--- src/rtl/layer_out_packer.sv ---
// Purpose : packs serially streamed output-layer scores into a flat bus and hands it to the argmax comparator.
// Latency : valid_o rises the cycle after the final word is accepted; COLLECT resumes the cycle after cmp_ready_i.
// Backpr. : in_ready_o is low for the ISSUE and WAIT cycles, so frames never overlap; WAIT ends on cmp_ready_i or timeout.
//
// Ports:
//   clk_i, rst_ni                  clock, asynchronous active-low reset
//   in_valid_i/in_ready_o          score stream handshake; in_data_i is the score, in_last_i ends a frame
//   layer_out_o                    class k at [k*DATA_WIDTH +: DATA_WIDTH]
//   valid_o / cmp_ready_i          one-cycle offer to the comparator / its acknowledge
//   busy_o                         high in ISSUE and WAIT
//   frame_err_o                    one-cycle pulse on early last, missing last or comparator timeout
//   frames_done_o                  count of issued frames, wraps at 2^16
module layer_out_packer #(
    parameter int DATA_WIDTH  = 40,
    parameter int NUM_CLASSES = 10,
    parameter int CNT_W       = 4,
    parameter int TIMEOUT     = 15
) (
    input  logic                              clk_i,
    input  logic                              rst_ni,
    input  logic                              in_valid_i,
    output logic                              in_ready_o,
    input  logic [DATA_WIDTH-1:0]             in_data_i,
    input  logic                              in_last_i,
    output logic [DATA_WIDTH*NUM_CLASSES-1:0] layer_out_o,
    output logic                              valid_o,
    input  logic                              cmp_ready_i,
    output logic                              busy_o,
    output logic                              frame_err_o,
    output logic [15:0]                       frames_done_o
);

    localparam int TMR_W = $clog2(TIMEOUT + 1);
    localparam logic [CNT_W-1:0] LAST_SLOT  = CNT_W'(NUM_CLASSES - 1);
    localparam logic [TMR_W-1:0] TMO_LAST   = TMR_W'(TIMEOUT - 1);

    typedef enum logic [1:0] {
        S_COLLECT = 2'd0,
        S_ISSUE   = 2'd1,
        S_WAIT    = 2'd2
    } state_t;

    state_t                              state_q;
    logic [CNT_W-1:0]                    cnt_q;
    logic [TMR_W-1:0]                    timer_q;
    logic [DATA_WIDTH*NUM_CLASSES-1:0]   layer_out_q;
    logic                                valid_q;
    logic                                busy_q;
    logic                                frame_err_q;
    logic [15:0]                         frames_done_q;

    logic [CNT_W-1:0]                    cnt_d;
    logic [TMR_W-1:0]                    timer_d;
    logic [15:0]                         frames_done_d;
    logic                                accept;

    // Gated by reset so the producer never sees ready while the block is held in reset.
    assign in_ready_o    = (state_q == S_COLLECT) && rst_ni;
    assign accept        = in_valid_i && in_ready_o;

    assign cnt_d         = cnt_q + 1'b1;
    assign timer_d       = timer_q + 1'b1;
    assign frames_done_d = frames_done_q + 16'd1;

    always_ff @(posedge clk_i or negedge rst_ni) begin
        if (!rst_ni) begin
            state_q       <= S_COLLECT;
            cnt_q         <= '0;
            timer_q       <= '0;
            layer_out_q   <= '0;
            valid_q       <= 1'b0;
            busy_q        <= 1'b0;
            frame_err_q   <= 1'b0;
            frames_done_q <= '0;
        end else begin
            // Pulse outputs default low; each branch below raises them for one cycle only.
            valid_q     <= 1'b0;
            frame_err_q <= 1'b0;
            case (state_q)
                S_COLLECT: begin
                    if (accept) begin
                        for (int k = 0; k < NUM_CLASSES; k++) begin
                            if (cnt_q == CNT_W'(k)) begin
                                layer_out_q[k*DATA_WIDTH +: DATA_WIDTH] <= in_data_i;
                            end
                        end
                        if (cnt_q == LAST_SLOT) begin
                            // Full frame: issue it even when in_last is missing, but flag it.
                            state_q       <= S_ISSUE;
                            cnt_q         <= '0;
                            valid_q       <= 1'b1;
                            busy_q        <= 1'b1;
                            frames_done_q <= frames_done_d;
                            frame_err_q   <= ~in_last_i;
                        end else if (in_last_i) begin
                            // Short frame: drop it; stale slots get overwritten by the next frame.
                            cnt_q       <= '0;
                            frame_err_q <= 1'b1;
                        end else begin
                            cnt_q <= cnt_d;
                        end
                    end
                end
                S_ISSUE: begin
                    state_q <= S_WAIT;
                    timer_q <= '0;
                end
                S_WAIT: begin
                    // An acknowledge on the timeout edge wins: no error in that case.
                    if (cmp_ready_i) begin
                        state_q <= S_COLLECT;
                        busy_q  <= 1'b0;
                        timer_q <= '0;
                    end else if (timer_q == TMO_LAST) begin
                        state_q     <= S_COLLECT;
                        busy_q      <= 1'b0;
                        timer_q     <= '0;
                        frame_err_q <= 1'b1;
                    end else begin
                        timer_q <= timer_d;
                    end
                end
                default: begin
                    state_q <= S_COLLECT;
                    busy_q  <= 1'b0;
                    cnt_q   <= '0;
                    timer_q <= '0;
                end
            endcase
        end
    end

    assign layer_out_o   = layer_out_q;
    assign valid_o       = valid_q;
    assign busy_o        = busy_q;
    assign frame_err_o   = frame_err_q;
    assign frames_done_o = frames_done_q;

endmodule

--- config.mk ---
export PLATFORM = sky130hd
export DESIGN_NAME = layer_out_packer
export DESIGN_NICKNAME = d
export VERILOG_FILES = /design/src/rtl/layer_out_packer.sv
export SDC_FILE = /design/constraint.sdc
export NUM_CORES = 1
export LEC_CHECK = 0
export CORE_MARGIN = 1
export CORE_UTILIZATION = 35
export CTS_BUF_LIST = sky130_fd_sc_hd__clkbuf_4 sky130_fd_sc_hd__clkbuf_8 sky130_fd_sc_hd__clkbuf_16
export CTS_CLUSTER_SIZE = 14
export DETAILED_ROUTE_END_ITERATION = 10
export PLACE_DENSITY_LB_ADDON = 0.3
export SYNTH_ARGS = -nofsm -noshare
export SYNTH_HDL_FRONTEND = slang
export SYNTH_SLANG_ARGS = --single-unit
--- constraint.sdc ---
create_clock -name clk_i -period 4.4 [get_ports clk_i]
set_input_delay 0.88 -clock clk_i [delete_from_list [all_inputs] [get_ports clk_i]]
set_output_delay 0.88 -clock clk_i [all_outputs]
set_load 0.05 [all_outputs]
### Yosys cells after proc, flatten, opt, wreduce, memory -nomap -nowiden

Index checks and enable logic that the tools add are counted.

| operators by class | value |
|---|---|
| $add $sub $neg | 3 |
| equality and inequality tests | 15 |
| mux-type cells | 26 |
| bitwise operators | 3 |
| reductions and logical operators | 18 |

Operators by type and width:

| operator | count |
|---|---|
| 3-bit AND reduction | 11 |
| 4-bit 2-to-1 mux | 5 |
| 16-bit by 1-bit adder with 16-bit output, second input constant | 1 |
| 4-bit by 3-bit equality test with 1-bit output, second input constant | 4 |
| 4-bit one-hot mux with 2 select lines | 2 |
| 4-bit equality test, second input constant | 3 |
| 1-bit 2-to-1 mux | 12 |
| 4-bit by 1-bit adder with 4-bit output, second input constant | 2 |
| 4-bit by 2-bit equality test with 1-bit output, second input constant | 2 |
| 2-bit 2-to-1 mux | 4 |
| 2-bit one-hot mux with 3 select lines | 1 |
| 4-bit by 1-bit equality test with 1-bit output, second input constant | 1 |
| 4-bit logical NOT | 1 |
| 4-bit AND reduction | 1 |
| 3-bit != test, second input constant | 1 |
| 1-bit inverter | 3 |
| 1-bit one-hot mux with 3 select lines | 1 |
| 2-bit by 1-bit equality test with 1-bit output, second input constant | 1 |
| 2-bit equality test, second input constant | 1 |
| 1-bit logical AND | 2 |
| 2-bit logical NOT | 1 |
| 2-bit by 1-bit != test with 1-bit output, second input constant | 1 |
| 2-bit != test, second input constant | 1 |
| 1-bit one-hot mux with 2 select lines | 1 |
| other kinds (2) | 2 |

| word-level totals | value |
|---|---|
| register bits after elaboration | 429 |
| bits of input ports | 45 |
| output and inout port bits | 420 |
| logic and storage cells | 82 |

### Longest topological paths before layout

| depth | value |
|---|---|
| word-level depth | 5 |
| mapped depth | 10 |
| mapped depth without buffers | 7 |

### Least setup slack after synthesis

No wires, ideal clock.

| timing | value |
|---|---|
| kind | input-to-reg |
| start | in rst_ni |
| end | reg cnt_q[0] |
| data arrival time | 2.136 ns |
| path slack | 2.184 ns |
| cell stages on the path | 4 |
| path buffers | 0 |
| cells stage by stage | and2_1 > nand2_1 > or4_1 > mux2i_1 |

| on the way | value |
|---|---|
| word-level cells in the longest chain between the ends | 4 |

RTL lines:

| what | RTL line | source |
|---|---|---|
| start, declared | 20 | `input logic rst_ni,` |
| 1-bit logical AND | 58 | `assign in_ready_o = (state_q == S_COLLECT) && rst_ni;` |
| 1-bit logical AND | 59 | `assign accept = in_valid_i && in_ready_o;` |
| 2-bit != test (no line) | -- |  |
| 2-bit AND reduction (no line) | -- |  |
| end signal, assigned | 100 | `cnt_q <= cnt_d;` |
| end, declared | 44 | `logic [CNT_W-1:0] cnt_q;` |

No other way between the ends.
A chain may end at the register's enable or synchronous reset.

### Final worst setup path

| timing | value |
|---|---|
| start | reg state_q[0] |
| end | out in_ready_o |

| on the way | value |
|---|---|
| word-level cells in the longest chain between the ends | 2 |

RTL lines:

| what | RTL line | source |
|---|---|---|
| start, declared | 43 | `state_t state_q;` |
| start signal, assigned | 67 | `state_q <= S_COLLECT;` |
| start signal, assigned | 89 | `state_q <= S_ISSUE;` |
| start signal, assigned | 105 | `state_q <= S_WAIT;` |
| 2-bit logical NOT | 58 |  |
| 1-bit logical AND | 58 |  |
| end, declared | 22 | `output logic in_ready_o,` |

No other way between the ends.

==> metrics.yaml <==
route:
  postRouteAntennaNets: 0
  via_per_inst: 4.81
  drt_iter0_drc: 596
  post_drt_wl_per_cell_um: 21.4
  drcViolationCount: 0
  wl_mm: 47.0
  dr.pass1.iters: 4
  route.vias.total: 10600
worst_setup_path:
  criticalPathCategory: "flip-flop to output pin"
  worstRegToRegCells: 7
  r2r_end: "layer_out_o[182]$_DFFE_PN0P_"
  cp_top_family: "buffers and inverters"
  worst_path_max_delay_cell: "clkdlybuf4s50_1"
  r2r_start: "state_q[0]$_DFFE_PN0P_"
  crit_path_end_kind: "output pin"
  worstPathMaxFanout: 14
  cp.required_ns: 3.52
  crit_chain: "inv_1, ha_1, and2_1, clkdlybuf4s50_1"
  cp-start-kind: "flip-flop"
  cp.arrival_ns: 2.58
  cp_num_buf_inv: 2
  worst-r2r-setup-slack_ns: 1.55
  worst_path_largest_cell_delay_ns: 0.82
status:
  run_status: "complete, no violations"
clock_tree:
  clock_path_buffers: 3
  cts_setup_buffers: 0
  path_clk_slew_ns: 0.06
  cts_resized: 0
  hold_buffers: 0
  cts.sinks: 429
  clock_latency_ns: 0.57
  cts_buffers: 46
  htreeDepth: 2
  cts_tree: "built"
  cts.root.buffer_cell: "clkbuf_16"
finish:
  fillers: 4010
  area_delta_synth_final_pct: 41.8
  finalNonFillerCells: 2194
  diodes: 0
  final_layout_size_suffix_gt1_share_pct: 28.4
  nNetsFinal: 1615
power_and_ir_drop:
  internal-power_mw: 9.35
  comb_power_share_pct: 39.7
  power_switching_mw: 6.05
  clkPwrFrac_pct: 26.0
  p_sw_share_pct: 39.3
  seq_power_share_pct: 34.2
  power_density_nw_per_um2: 662
  p_leak_nw: 10.7
  ir_worst_vdd_mv: 0.496
sta:
  rsz0062_at_grt: "no"
  relSlewSlack_pct: 30.5
  fin_crit_sh_pct: 78.6
  fin_skew_ns: 0.0138
  hold_viol: 0
  finalSetupViolCount: 0
  setup_tns_ns: 0
  tightest_slew_ns: 1.04
  layout_min_cycle_time_ns: 3.46
  slew_viol_final: 0
  max_freq_ghz: 0.289
grt:
  grt_first_pass_wirelength_mm: 70.9
  globalRouteOverflowTotal: 0
  antenna_found_initial: 0
  track_usage_pct: 19.7
  grt_pass1_vias: 11100
  grt_start_max_net_pins: 184
synth:
  synth_top_area_share_pct: 65.4
  synth_fa_ha_area_share_pct: 0.838
  muxShareOfSynthArea_pct: 24.8
  synth.most_common_cell: "dfrtp_1"
  synth_enable_flop_cells: 0
  ys_seq_area_share_pct: 65.4
  synth_fp_nets: 1170
  synth_top_family_by_area: "multiplexers"
  netlist_top_cells_area: "dfrtp_1 65%, mux2_2 23%, nand2_1 3.1%"
  synthCells: 1114
  synth.largest_area_cell: "dfrtp_1"
  synth_compound_area_share_pct: 0.549
  synth-simple-area-share_pct: 4.82
  syn_avg_cell_area_sq_um: 14.7
  async_flop_share_pct: 100
  synth_common_cells: "429 x dfrtp_1, 333 x mux2_2, 136 x nand2_1, 45 x buf_2, 28 x mux2_1"
  yosys.area_share.xor_xnor_pct: 0.960
  synth.distinct_cells: 33
  synth_warnings: 0
  ys.flop_type: "dfrtp_1"
  synthesis.area_sq_um: 16400
  ys_seq_elements: 429
place:
  place_congestion: 0.776
  dp_hpwl_mm: 31.4
  io_buffers: 464
  post-place-cells: 2111
min_path:
  hold_class: "primary input to async pin"
job:
  maxCapViolations: 0
floorplan:
  num_io_pins: 465
  die_area_sq_um: 47800
  core_area_sq_um: 45900
  rows: 78
  die_h_um: 219
  die_w_um: 219
  start_util_pct: 35.8
==> registers in the layout, indices dropped and copies added, names as in the netlist <==
signal / count
layer_out_o: 400
frames_done_o: 16
cnt_q: 4
timer_q: 4
state_q: 2
busy_o: 1
frame_err_o: 1
valid_o: 1
==> worst max path at each step <==
stage	slack, ns	cells past startpoint	start	end
final	0.94	4	state_q[0]$_DFFE_PN0P_	in_ready_o
after CTS	0.90	4	state_q[0]$_DFFE_PN0P_	in_ready_o
after global placement	1.18	6	in_valid_i	layer_out_o[173]$_DFFE_PN0P_
after detailed placement	1.14	6	in_valid_i	layer_out_o[173]$_DFFE_PN0P_
after floorplan	2.18	4	rst_ni	cnt_q[0]$_DFFE_PN0P_
after global routing	0.81	4	state_q[0]$_DFFE_PN0P_	in_ready_o
==> cell type report <==
cell class	count	area, sq um	area share [%]
sequential	429	10700	46.1
multi-input combinational	585	5320	22.8
clock inverter	12	151	0.650
inverter	10	37.5	0.161
tap	600	751	3.22
timing repair buffer	487	4850	20.8
clock buffer	71	1450	6.22
==> power by group through the flow <==
stage               registers, mW  clock network, mW  logic (mW)
floorplan                    8.35                  0       0.860
global placement             5.30                  0        6.12
detailed placement           5.34                  0        6.14
CTS                          5.28               4.12        6.16
global route                 5.39               4.29        6.32
finish                       5.27               4.01        6.12
==> worst reg2reg max path: stages (launching register included) <==
cell     delay [ns]
dfrtp_1        0.42
inv_1          0.10
ha_1           0.42
and3_1         0.38
nand2_1        0.25
nor2_4         0.16
buf_4          0.56
mux2_2         0.44
==> cell usage in the layout (no fill, tap or decap), types with 6 or more instances in the layout <==
| cell | instances |
|---|---|
| buf_4 | 21 |
| clkbuf_16 | 49 |
| clkbuf_4 | 13 |
| clkbuf_8 | 9 |
| clkdlybuf4s50_1 | 463 |
| dfrtp_1 | 429 |
| ha_1 | 11 |
| inv_1 | 8 |
| mux2_1 | 28 |
| mux2_2 | 333 |
| nand2_1 | 135 |
| nand3_1 | 7 |
| nand4_1 | 6 |
| xnor2_1 | 15 |
==> metal layers <==
metal | global-route usage (%) | vias to the layer above | wire [um]
met4 | 5.22 | 0 | 896
met1 | 25.1 | 5452 | 19700
met2 | 31.5 | 353 | 22100
met3 | 7.24 | 58 | 4260
li1 | - | 4689 | -
met5 | 0 | - | 0
==> stage by stage <==
stage	instance area [sq um]	utilization, %	total power, mW	setup WS (ns)	hold slack, ns
2_1_floorplan	16400	-	9.21	2.18	0.495
3_3_place_gp	21700	47.3	11.4	1.18	0.459
3_5_place_dp	21700	47.3	11.5	1.14	0.463
4_1_cts	23300	50.8	15.6	0.896	0.0401
5_1_grt	23300	50.8	16.0	0.806	0.0413
6_report	23300	50.8	15.4	0.943	0.0850
==> logic make-up after synthesis <==
family                   count (synthesis)
multiplexers                           362
XOR/XNOR                                18
adder cells (fa/ha/maj)                 11
buffers and inverters                  100
AO/OA/AOI/OAI                           14
flip-flops                             429
AND/OR/NAND/NOR                        180
(Power assumes the default switching activity.)
